### src/rtl/instr_encode.sv
// instr_encode: packs an R/M/U instruction field bundle into a 27-bit word,
// rejects illegal bundles, and buffers legal words in a 2-entry FIFO.
//
// Ports:
//   clk, rst_n            clock, asynchronous active-low reset
//   in_valid / in_ready   field bundle handshake (in_ready = FIFO not full)
//   fmt, base, sub        format (00 R, 01 M, 10 U, 11 illegal), basecode, subcode
//   rd, ra, rb, rm, func  register addresses / function code
//   imm                   two's-complement immediate
//   out_valid / out_ready encoded word handshake
//   out_instr             FIFO head, zero when out_valid is low
//   err                   one-cycle pulse after a rejected bundle is consumed
//   err_count             saturating count of rejected bundles
module instr_encode (
    input  logic        clk,
    input  logic        rst_n,
    input  logic        in_valid,
    output logic        in_ready,
    input  logic [1:0]  fmt,
    input  logic [1:0]  base,
    input  logic [1:0]  sub,
    input  logic [3:0]  rd,
    input  logic [3:0]  ra,
    input  logic [3:0]  rb,
    input  logic [3:0]  rm,
    input  logic [3:0]  func,
    input  logic [31:0] imm,
    output logic        out_valid,
    input  logic        out_ready,
    output logic [26:0] out_instr,
    output logic        err,
    output logic [7:0]  err_count
);

    localparam int unsigned W_INSTR = 27;
    localparam int unsigned W_CNT   = 8;
    localparam int unsigned DEPTH   = 2;

    logic [1:0]         count_q, count_d;
    logic [W_INSTR-1:0] slot0_q, slot0_d;
    logic [W_INSTR-1:0] slot1_q, slot1_d;
    logic               out_valid_q, out_valid_d;
    logic               err_q, err_d;
    logic [W_CNT-1:0]   err_count_q, err_count_d;

    logic [W_INSTR-1:0] word_c;
    logic               legal_c;
    logic [10:0]        low11_c;
    logic               imm_u_ok_c;
    logic               imm_s_ok_c;
    logic               accept_c;
    logic               push_c;
    logic               pop_c;

    assign in_ready  = (count_q != 2'(DEPTH));
    assign out_valid = out_valid_q;
    assign out_instr = slot0_q;
    assign err       = err_q;
    assign err_count = err_count_q;

    // Field packing and legality check for the bundle currently presented.
    always_comb begin
        word_c  = '0;
        legal_c = 1'b0;
        low11_c = func[3] ? imm[10:0] : {7'b0, rb};
        // Immediate fits when all bits above the field's sign bit replicate it.
        imm_u_ok_c = (imm[31:20] == {12{imm[20]}});
        imm_s_ok_c = (imm[31:10] == {22{imm[10]}});
        case (fmt)
            2'b00: begin
                word_c  = {rd, 2'b00, sub[1], func, ra, sub[0], low11_c};
                legal_c = (sub != 2'b11) && (!func[3] || imm_s_ok_c);
            end
            2'b01: begin
                word_c  = {func, 2'b00, 1'b1, rm, ra, 1'b1, low11_c};
                legal_c = !func[3] || imm_s_ok_c;
            end
            2'b10: begin
                word_c  = {rd, base, imm[20:0]};
                legal_c = (base != 2'b00) && imm_u_ok_c;
            end
            default: begin
                word_c  = '0;
                legal_c = 1'b0;
            end
        endcase
    end

    // FIFO / error bookkeeping. slot0 is the head; unused slots are held at
    // zero so the head can drive out_instr directly.
    always_comb begin
        accept_c    = in_valid && in_ready;
        push_c      = accept_c && legal_c;
        pop_c       = out_valid_q && out_ready;
        count_d     = count_q;
        slot0_d     = slot0_q;
        slot1_d     = slot1_q;
        err_d       = accept_c && !legal_c;
        err_count_d = err_count_q;

        if (err_d && (err_count_q != '1)) begin
            err_count_d = err_count_q + W_CNT'(1);
        end

        case (count_q)
            2'd0: begin
                if (push_c) begin
                    slot0_d = word_c;
                    count_d = 2'd1;
                end
            end
            2'd1: begin
                if (push_c && pop_c) begin
                    slot0_d = word_c;
                end else if (push_c) begin
                    slot1_d = word_c;
                    count_d = 2'd2;
                end else if (pop_c) begin
                    slot0_d = '0;
                    count_d = 2'd0;
                end
            end
            default: begin
                // Full: in_ready is low, so only a pop can happen.
                if (pop_c) begin
                    slot0_d = slot1_q;
                    slot1_d = '0;
                    count_d = 2'd1;
                end
            end
        endcase

        out_valid_d = (count_d != 2'd0);
    end

    always_ff @(posedge clk or negedge rst_n) begin
        if (!rst_n) begin
            count_q     <= '0;
            slot0_q     <= '0;
            slot1_q     <= '0;
            out_valid_q <= 1'b0;
            err_q       <= 1'b0;
            err_count_q <= '0;
        end else begin
            count_q     <= count_d;
            slot0_q     <= slot0_d;
            slot1_q     <= slot1_d;
            out_valid_q <= out_valid_d;
            err_q       <= err_d;
            err_count_q <= err_count_d;
        end
    end

endmodule

### config.mk
export PLATFORM = sky130hd
export DESIGN_NAME = instr_encode
export DESIGN_NICKNAME = d
export VERILOG_FILES = /design/src/rtl/instr_encode.sv
export SDC_FILE = /design/constraint.sdc
export NUM_CORES = 1
export LEC_CHECK = 0
export BUFFER_PORTS_ARGS = -buffer_cell sky130_fd_sc_hd__buf_2
export CORE_MARGIN = 2
export CORE_UTILIZATION = 48
export DETAILED_ROUTE_END_ITERATION = 7
export PLACE_DENSITY_LB_ADDON = 0.15
export SYNTH_ARGS = -nofsm -noshare
export SYNTH_HDL_FRONTEND = slang
export SYNTH_SLANG_ARGS = --single-unit
### constraint.sdc
create_clock -name clk -period 1.6 [get_ports clk]
set_input_delay 0.32 -clock clk [delete_from_list [all_inputs] [get_ports clk]]
set_output_delay 0.32 -clock clk [all_outputs]
set_load 0.05 [all_outputs]
==> results.py, run 1 <==
metrics = {
    "sta": {
        "min_period_ps": 2053,
        "finClkSkew_ps": 8.073,
        "max_slew_margin": 0.5215,
        "tightest_slew_ps": 717.8,
        "finalCritPeriodShare": 1.283,
        "drv_slew": 0,
        "hold_viol": 0,
        "setup_ws_ps": -452.5,
        "setup_viol": 66,
        "rsz0062_at_grt": "yes",
        "fmax_mhz": 487.2,
    },
    "global_route": {
        "grt_antenna_before_repair": 0,
        "grt_pass1_vias": 3527,
        "gr-usage-all-layers": 0.2544,
        "grt_pass1_wl_um": 16850,
        "grt_busiest_layer": "met2",
        "gr-usage-met2": 0.4259,
        "grt_util_met3": 0.03900,
        "grtUsageMet1": 0.3310,
        "grt_max_degree": 67,
        "grt-ovfl-total": 0,
    },
    "final_layout": {
        "n_antenna_cell": 0,
        "syn2layout_area_growth_pct": 41.80,
        "final_common_cell": "buf_2",
        "fin_cells": 635,
        "final_core_utilization": 0.7078,
        "layout_common_cells": "buf_2 (94), nand2_1 (76), dfrtp_1 (65)",
        "drive_gt1_frac": 0.4160,
        "nets": 594,
    },
    "clock_tree": {
        "clock_sinks": 66,
        "clockRootBuffer": "clkbuf_8",
        "clockBufferDepth": 2,
        "cts_tree": "done",
        "insertion_delay_ps": 340,
        "cts.clk_slew.worst_paths_ps": 70,
        "numCtsBuffers": 9,
        "h-tree-depth": 3,
    },
    "pwr": {
        "irDropWorstVdd_v": 0.001043,
        "p_total_mw": 8.224,
        "leakagePower_nw": 2.475,
        "p_per_area_nw_per_um2": 1593,
    },
    "floorplan": {
        "io-pin-count": 100,
        "row_count": 31,
        "initial_core_util": 0.4991,
        "die-area_um2": 8296,
        "core_area_um2": 7292,
        "dieHeight_um": 91.08,
        "die_x_um": 91.08,
    },
    "hold_path": {
        "min_path_type": "input port to flip-flop",
    },
    "critical_path": {
        "cp_max_fo": 11,
        "cp.arrival_ps": 2300,
        "cp-start-kind": "input port",
        "critical_path_required_ps": 1850,
        "crit_type": "input port to flip-flop",
        "critPathCaptureType": "flip-flop",
    },
    "detailed_routing": {
        "antenna_left": 0,
        "vias": 3437,
        "firstDrtPassIters": 4,
        "avgRoutedWirePerCell_um": 16.10,
        "initialDrtViolationCount": 139,
        "routed_wl_um": 10230,
        "via_per_inst": 5.413,
        "route.detailed.drc": 0,
    },
    "place": {
        "dp_hpwl_um": 7178,
        "gp_congestion": 0.8455,
        "io_buffers": 99,
        "placed_cells_incl_taps": 608,
    },
    "synthesis": {
        "synth_seq_cells": 66,
        "synth.avg_cell_area_um2": 9.837,
        "yosys_warnings": 0,
        "synth_cell_types": 46,
        "netlist_instances": 370,
        "syn_area_um2": 3640,
        "yosysSeqAreaShare": 0.4538,
        "synth_nets": 433,
    },
    "status": {
        "status": "finished, violations left",
        "violations": "setup timing",
    },
    "run": {
        "cap_violations": 0,
    },
}
[flip-flops by register name, summed over array words and instances, names as in the netlist]
name,flops
count_q,2
err,1
err_count,8
out_instr,27
out_valid,1
slot1_q,27
[path summary, 6_finish.rpt]
check	slack [ps]	from	end	cells after the start
max	-450	imm[26]	slot1_q[7]	8
min	200	out_ready	count_q[1]	2
max reg2reg	-80	err_count[0]	err_count[1]	6
min reg2reg	490	slot1_q[14]	out_instr[14]	2
max in group asynchronous	760	rst_n	err_count[0]	3
min in group asynchronous	520	rst_n	out_instr[16]	3
[critical path, cell delays in order]
cell	delay, ps
buf_6	90
or4_4	550
nor4_4	330
o21ai_1	110
o221a_4	320
nor2_8	170
buf_12	170
mux2i_2	230
[stage by stage]
step	instance area [um^2]	hold WS (ps)	setup TNS [ps]	setup WS [ps]
floorplan	3666	24.41	-35170	-636.9
global route	5161	215.3	-28510	-520.6
detailed placement	4676	371.4	-49970	-842.3
finish	5161	201.2	-23370	-452.5
CTS	5099	188.0	-22790	-438.1
global placement	4676	368.3	-46440	-761.3
[power by group]
part | internal [mW] | total, mW | switching [mW]
Combinational | 1.36 | 3.97 | 2.61
Sequential | 2.28 | 2.64 | 0.363
Clock | 0.923 | 1.61 | 0.692
[routing by layer]
metal	vias up	part of all wire
met3	17	0.044
met4	0	0.017
li1	1643	-
met1	1676	0.45
met5	-	0
met2	101	0.48
[kinds of logic after synthesis]
group | count (synthesis) | synth area share
xor gates and xnor gates | 6 | 0.01444
DFF | 66 | 0.4538
adders and majority gates | 1 | 0.003437
buffers and inverters | 32 | 0.05157
AOI/OAI and AO/OA | 61 | 0.1378
and+or+nand+nor | 167 | 0.2365
muxes | 37 | 0.1024
[area by class of cell]
cell class	instances	area, um^2
fillers	611	2131
multi-input cells	272	1948
flip-flops and latches	66	1653
repair buffers	172	1171
clock buffers	10	137.6
well taps	99	123.9
clock inverters	6	90.09
inverters	10	37.54
[cell usage after synthesis, drive strengths merged]
cell | count | area share
nand2 | 77 | 0.079
dfrtp | 66 | 0.45
mux2i | 35 | 0.096
a221o | 21 | 0.058
and2 | 18 | 0.031
nor2 | 14 | 0.020
o21ai | 14 | 0.019
buf | 11 | 0.029
nor3 | 11 | 0.018
clkbuf | 10 | 0.010
inv | 10 | 0.010
a21oi | 9 | 0.012
nand2b | 9 | 0.015
nand3 | 9 | 0.012
nor2b | 9 | 0.015
o221ai | 7 | 0.019
xor2 | 6 | 0.014
nor4 | 5 | 0.014
nand4 | 4 | 0.0069
a31oi | 3 | 0.0093
o211ai | 3 | 0.010
or4 | 3 | 0.0072
mux2 | 2 | 0.0062
nor3b | 2 | 0.0041
nor4b | 2 | 0.0048
o221a | 2 | 0.0062
or3 | 2 | 0.0034
a21o | 1 | 0.0021
a31o | 1 | 0.0024
and3 | 1 | 0.0017
and4 | 1 | 0.0024
dlygate4sd1 | 1 | 0.0024
ha | 1 | 0.0034
[timing repair]
action                                 4_1_cts  5_1_grt
gates resized for setup                     24        9
buffers inserted                             7        5
endpoints found under the hold margin       12        0
cloned                                       0        0
hold buffers                                 1        0
setup endpoints to repair                   67       67
pin swaps                                    3        8
Note: power is estimated with default switching activity, not from simulation.
==> run 2: changes to the inputs <==
--- a/config.mk
+++ b/config.mk
@@ -6,8 +6,10 @@
 export NUM_CORES = 1
 export LEC_CHECK = 0
 export BUFFER_PORTS_ARGS = -buffer_cell sky130_fd_sc_hd__buf_2
-export CORE_MARGIN = 2
-export CORE_UTILIZATION = 48
+export CELL_PAD_IN_SITES_DETAIL_PLACEMENT = 1
+export CELL_PAD_IN_SITES_GLOBAL_PLACEMENT = 1
+export CORE_MARGIN = 10
+export CORE_UTILIZATION = 36
 export DETAILED_ROUTE_END_ITERATION = 7
 export PLACE_DENSITY_LB_ADDON = 0.15
 export SYNTH_ARGS = -nofsm -noshare
==> results.py, run 2 (synthesis gave the netlist of run 1 again) <==
metrics = {
    "status": {
        "status": "finished, violations left",
        "violations": "setup timing",
    },
    "final_layout": {
        "fin_cells": 675,
        "drive_gt1_frac": 0.4262,
        "layout_common_cells": "buf_2 (95), nand2_1 (74), dfrtp_1 (65)",
        "n_antenna_cell": 0,
        "nets": 600,
        "final_common_cell": "buf_2",
        "syn2layout_area_growth_pct": 47.23,
    },
    "critical_path": {
        "cp_slowest_cell": "or4_4",
        "crit_buf_inv": 2,
        "startpoint": "imm[12]",
        "crit_type": "input port to flip-flop",
        "critical_path_required_ps": 1820,
        "reg2reg_from": "count_q[1]",
        "r2r_setup_slack_ps": -210,
        "cp-start-kind": "input port",
        "cp.arrival_ps": 2320,
        "crit_chain": "buf_6, or4_4, nor4_4, o221ai_2, o211ai_4, a31oi_4, buf_12, a221o_1",
        "r2r-end": "slot1_q[0]",
        "max_stage_delay_ps": 540,
        "critPathTopFamily": "compound AO/OA/AOI/OAI gates",
        "endpoint": "out_instr[0]",
        "r2r_cells": 7,
        "cp_num_cells": 8,
        "cp_max_fo": 21,
        "critPathCaptureType": "flip-flop",
    },
    "place": {
        "io_buffers": 99,
        "dp_hpwl_um": 9613,
        "placed_cells_incl_taps": 648,
        "gp_congestion": 0.8092,
    },
    "sta": {
        "finalCritPeriodShare": 1.312,
        "finClkSkew_ps": 7.062,
        "setup_ws_ps": -498.9,
        "holdWs_ps": 202.0,
        "setup_viol": 66,
        "max_slew_margin": 0.4625,
        "hold_viol": 0,
        "tightest_slew_ps": 806.3,
        "fmax_mhz": 476.4,
        "rsz0062_at_grt": "yes",
        "drv_slew": 0,
        "min_period_ps": 2099,
    },
    "floorplan": {
        "die-area_um2": 14530,
        "io-pin-count": 100,
        "dieHeight_um": 120.6,
        "row_count": 36,
        "die_x_um": 120.6,
        "initial_core_util": 0.3707,
        "core_area_um2": 9819,
    },
    "clock_tree": {
        "h-tree-depth": 3,
        "numCtsBuffers": 9,
        "clock_sinks": 66,
        "cts.clk_slew.worst_paths_ps": 80,
        "clockBufferDepth": 2,
        "insertion_delay_ps": 340,
        "cts_tree": "done",
        "clockRootBuffer": "clkbuf_8",
    },
    "global_route": {
        "grt_max_degree": 33,
        "grt_pass1_wl_um": 20970,
        "gr-usage-all-layers": 0.1800,
        "grt-ovfl-total": 0,
        "grt_pass1_vias": 4047,
        "grt_antenna_before_repair": 0,
    },
    "pwr": {
        "irDropWorstVdd_v": 0.0006323,
        "p_total_mw": 8.555,
        "p_per_area_nw_per_um2": 1596,
        "leakagePower_nw": 2.547,
    },
    "detailed_routing": {
        "avgRoutedWirePerCell_um": 19.48,
        "wl_met3_um": 561,
        "vias": 3489,
        "firstDrtPassIters": 4,
        "routed_wl_um": 13150,
        "wl_met1_um": 5491,
        "route.detailed.drc": 0,
        "via_per_inst": 5.169,
        "route.met2.wl_um": 6873,
        "initialDrtViolationCount": 82,
        "routed.top_layer": "met4",
        "antenna_left": 0,
    },
    "hold_path": {
        "min_path_type": "input port to flip-flop",
    },
    "run": {
        "cap_violations": 0,
    },
}
## run 2: cell types whose count changed in the layout (fill, tap and decap cells not counted), sizes merged
cell | before | now
clkinv | 3 | 2
bufinv | 2 | 3
clkinvlp | 1 | 0
inv | 10 | 12
clkbuf | 10 | 9
buf | 171 | 177
## run 2: stage by stage
step / area [um^2] / TNS [ps] / setup slack, ps / util
after floorplan: 3666 / -35170 / -636.9 / -
after global placement: 4788 / -46760 / -796.1 / 0.4876
after detailed placement: 4788 / -50830 / -862.4 / 0.4876
after CTS: 5314 / -25220 / -473.0 / 0.5412
after global routing: 5359 / -29290 / -546.4 / 0.5457
final: 5359 / -26560 / -498.9 / 0.5457
## run 2: what timing repair did
item / in CTS / in global routing
pin swaps: 8 / 3
resized for setup: 35 / 6
hold endpoints to repair: 4 / 0
cloned: 1 / 0
endpoints found under the setup margin: 67 / 67
setup buffers: 9 / 2
hold buffers: 1 / 0
## run 2: worst min-delay path by stage
stage	start	to	slack [ps]	cells past startpoint
6_report	out_ready	count_q[1]	200	2
5_1_grt	imm[5]	out_instr[5]	210	2
4_1_cts	out_ready	count_q[1]	180	2
3_5_place_dp	rst_n	out_instr[16]	180	1
3_3_place_gp	rst_n	out_instr[16]	180	1
2_1_floorplan	rst_n	count_q[0]	20	0
## run 2: final cells by class
| type | count | area (um^2) |
|---|---|---|
| well taps | 133 | 166.4 |
| flip-flops and latches | 66 | 1653 |
| inverters | 10 | 37.54 |
| clock inverters | 7 | 125.1 |
| fillers | 1136 | 4461 |
| multi-input cells | 272 | 1969 |
| repair buffers | 178 | 1284 |
| clock buffers | 9 | 123.9 |
## run 2: worst register-to-register path, cell delays in order (launching register included)
cell and delay, ps:
dfrtp_1 450, buf_4 180, nor2b_1 240, nand2_1 190, nor2_8 220, buf_12 130, buf_16 130, mux2i_1 190
## run 2: power breakdown
group	total [mW]	internal, mW	switching (mW)
clock	1.79	1.05	0.736
sequential	2.65	2.28	0.370
combinational	4.12	1.39	2.73
## run 2: routing by layer
layer,GRT usage,vias up
met4,0.05882,0
li1,-,1655
met3,0.04700,18
met5,0,-
met2,0.3218,90
met1,0.2034,1726
==> run 3: changes to the inputs <==
--- a/config.mk
+++ b/config.mk
@@ -9,7 +9,7 @@
 export CELL_PAD_IN_SITES_DETAIL_PLACEMENT = 1
 export CELL_PAD_IN_SITES_GLOBAL_PLACEMENT = 1
 export CORE_MARGIN = 10
-export CORE_UTILIZATION = 36
+export CORE_UTILIZATION = 43
 export DETAILED_ROUTE_END_ITERATION = 7
 export PLACE_DENSITY_LB_ADDON = 0.15
 export SYNTH_ARGS = -nofsm -noshare
==> constraint.sdc (replaced) <==
create_clock -name clk -period 2.6 [get_ports clk]
set_input_delay 0.52 -clock clk [delete_from_list [all_inputs] [get_ports clk]]
set_output_delay 0.52 -clock clk [all_outputs]
set_load 0.05 [all_outputs]
==> results.py, run 3 (synthesis gave the netlist of run 1 again) <==
metrics = {
    "status": {
        "status": "finished clean",
    },
    "global_route": {
        "gr-usage-all-layers": 0.1748,
        "grt_pass1_wl_um": 18330,
        "grt_max_degree": 28,
        "grt-ovfl-total": 0,
        "grt_pass1_vias": 3614,
        "grt_antenna_before_repair": 0,
    },
    "sta": {
        "setup_viol": 0,
        "drv_slew": 0,
        "rsz0062_at_grt": "no",
        "setup_ws_ps": 284.8,
        "finClkSkew_ps": 14.06,
        "max_slew_margin": 0.3559,
        "min_period_ps": 2315,
        "holdWs_ps": 122.4,
        "fmax_mhz": 431.9,
        "finalCritPeriodShare": 0.8905,
        "hold_viol": 0,
        "tightest_slew_ps": 966.2,
    },
    "final_layout": {
        "layout_common_cells": "buf_2 (99), nand2_1 (77), dfrtp_1 (66)",
        "drive_gt1_frac": 0.3085,
        "final_common_cell": "buf_2",
        "n_antenna_cell": 0,
        "nets": 541,
        "syn2layout_area_growth_pct": 23.86,
        "final_cell_area_um2": 4508,
    },
    "critical_path": {
        "crit_chain": "buf_2, or4_1, nor4_2, o21ai_1, o221a_2, nor2_8, buf_12, mux2i_1",
        "cp_slowest_cell": "or4_1",
        "cp_max_fo": 15,
        "r2r-end": "slot1_q[23]",
        "startpoint": "imm[23]",
        "reg2reg_from": "count_q[1]",
        "cp.arrival_ps": 2570,
        "r2r_cells": 6,
        "max_stage_delay_ps": 550,
        "cp-start-kind": "input port",
        "critical_path_required_ps": 2860,
        "r2r_setup_slack_ps": 810,
        "critPathCaptureType": "flip-flop",
        "crit_type": "input port to flip-flop",
    },
    "clock_tree": {
        "clockBufferDepth": 2,
        "cts.clk_slew.worst_paths_ps": 90,
        "cts_hold_buf": 0,
        "numCtsBuffers": 9,
        "cts_tree": "done",
        "clock_sinks": 66,
        "insertion_delay_ps": 350,
        "cts_resized": 0,
        "h-tree-depth": 3,
        "clockRootBuffer": "clkbuf_8",
        "post-cts-setup-buffer-count": 0,
    },
    "pwr": {
        "p_total_mw": 4.564,
        "leakagePower_nw": 2.138,
        "irDropWorstVdd_v": 0.0003858,
        "p_per_area_nw_per_um2": 1012,
    },
    "detailed_routing": {
        "vias": 3296,
        "route.detailed.drc": 0,
        "routed_wl_um": 11150,
        "via_per_inst": 5.605,
        "avgRoutedWirePerCell_um": 18.97,
        "firstDrtPassIters": 4,
        "initialDrtViolationCount": 56,
        "antenna_left": 0,
    },
    "floorplan": {
        "core_area_um2": 8217,
        "io-pin-count": 100,
        "die-area_um2": 12540,
        "initial_core_util": 0.4430,
        "die_x_um": 112,
        "row_count": 33,
        "dieHeight_um": 112,
    },
    "hold_path": {
        "min_path_type": "input port to asynchronous set/reset pin",
    },
    "place": {
        "io_buffers": 99,
        "place_area_um2": 4329,
        "pre_cts_slack_ps": -82.05,
        "dp_hpwl_um": 8647,
        "gp_congestion": 0.8495,
    },
    "run": {
        "cap_violations": 0,
    },
}
[run 3: cell types whose count changed in the layout (fill, tap and decap cells not counted), sizes merged]
cell	before	now
clkinvlp	0	2
dlygate4sd3	1	0
clkinv	2	4
buf	177	119
inv	12	11
bufinv	3	0
[run 3: layout make-up]
cell class	instances	area, um^2
tap	105	131.4
inverter	10	37.54
multi-input combinational	272	1800
timing repair buffer	119	708.2
sequential	66	1652
fill	988	3709
clock inverter	7	55.05
clock buffer	9	123.9
[run 3: worst max-delay path by stage]
stage          depth (start not counted)      endpoint
6_report                               8   slot1_q[23]
5_1_grt                                8   slot1_q[14]
4_1_cts                                8   slot1_q[23]
3_5_place_dp                           8   slot1_q[23]
3_3_place_gp                           8   slot1_q[12]
2_1_floorplan                          7  out_instr[2]
[run 3: routing by layer]
metal	global-route usage	routed length, um
met5	0	0
met4	0.05838	205
met3	0.04402	585
met2	0.2976	5523
met1	0.2101	4838
[run 3: critical path, delay by kind of cell]
family,cells,cell delay [ps]
simple gates,3,1050
buf+inv,2,280
mux,1,220
compound gates,2,490
[run 3: report_power, final]
group / switching [mW] / internal [mW]
logic: 1.50 / 0.608
clock network: 0.438 / 0.352
registers: 0.269 / 1.40
total: 2.20 / 2.36
[run 3: metrics by stage]
stage	TNS, ps	util	instances
after floorplan	0	-	370
after global placement	-2.973	0.5269	572
after detailed placement	-1429	0.5269	572
after CTS	0	0.5487	588
after global routing	0	0.5487	588
final	0	0.5487	588
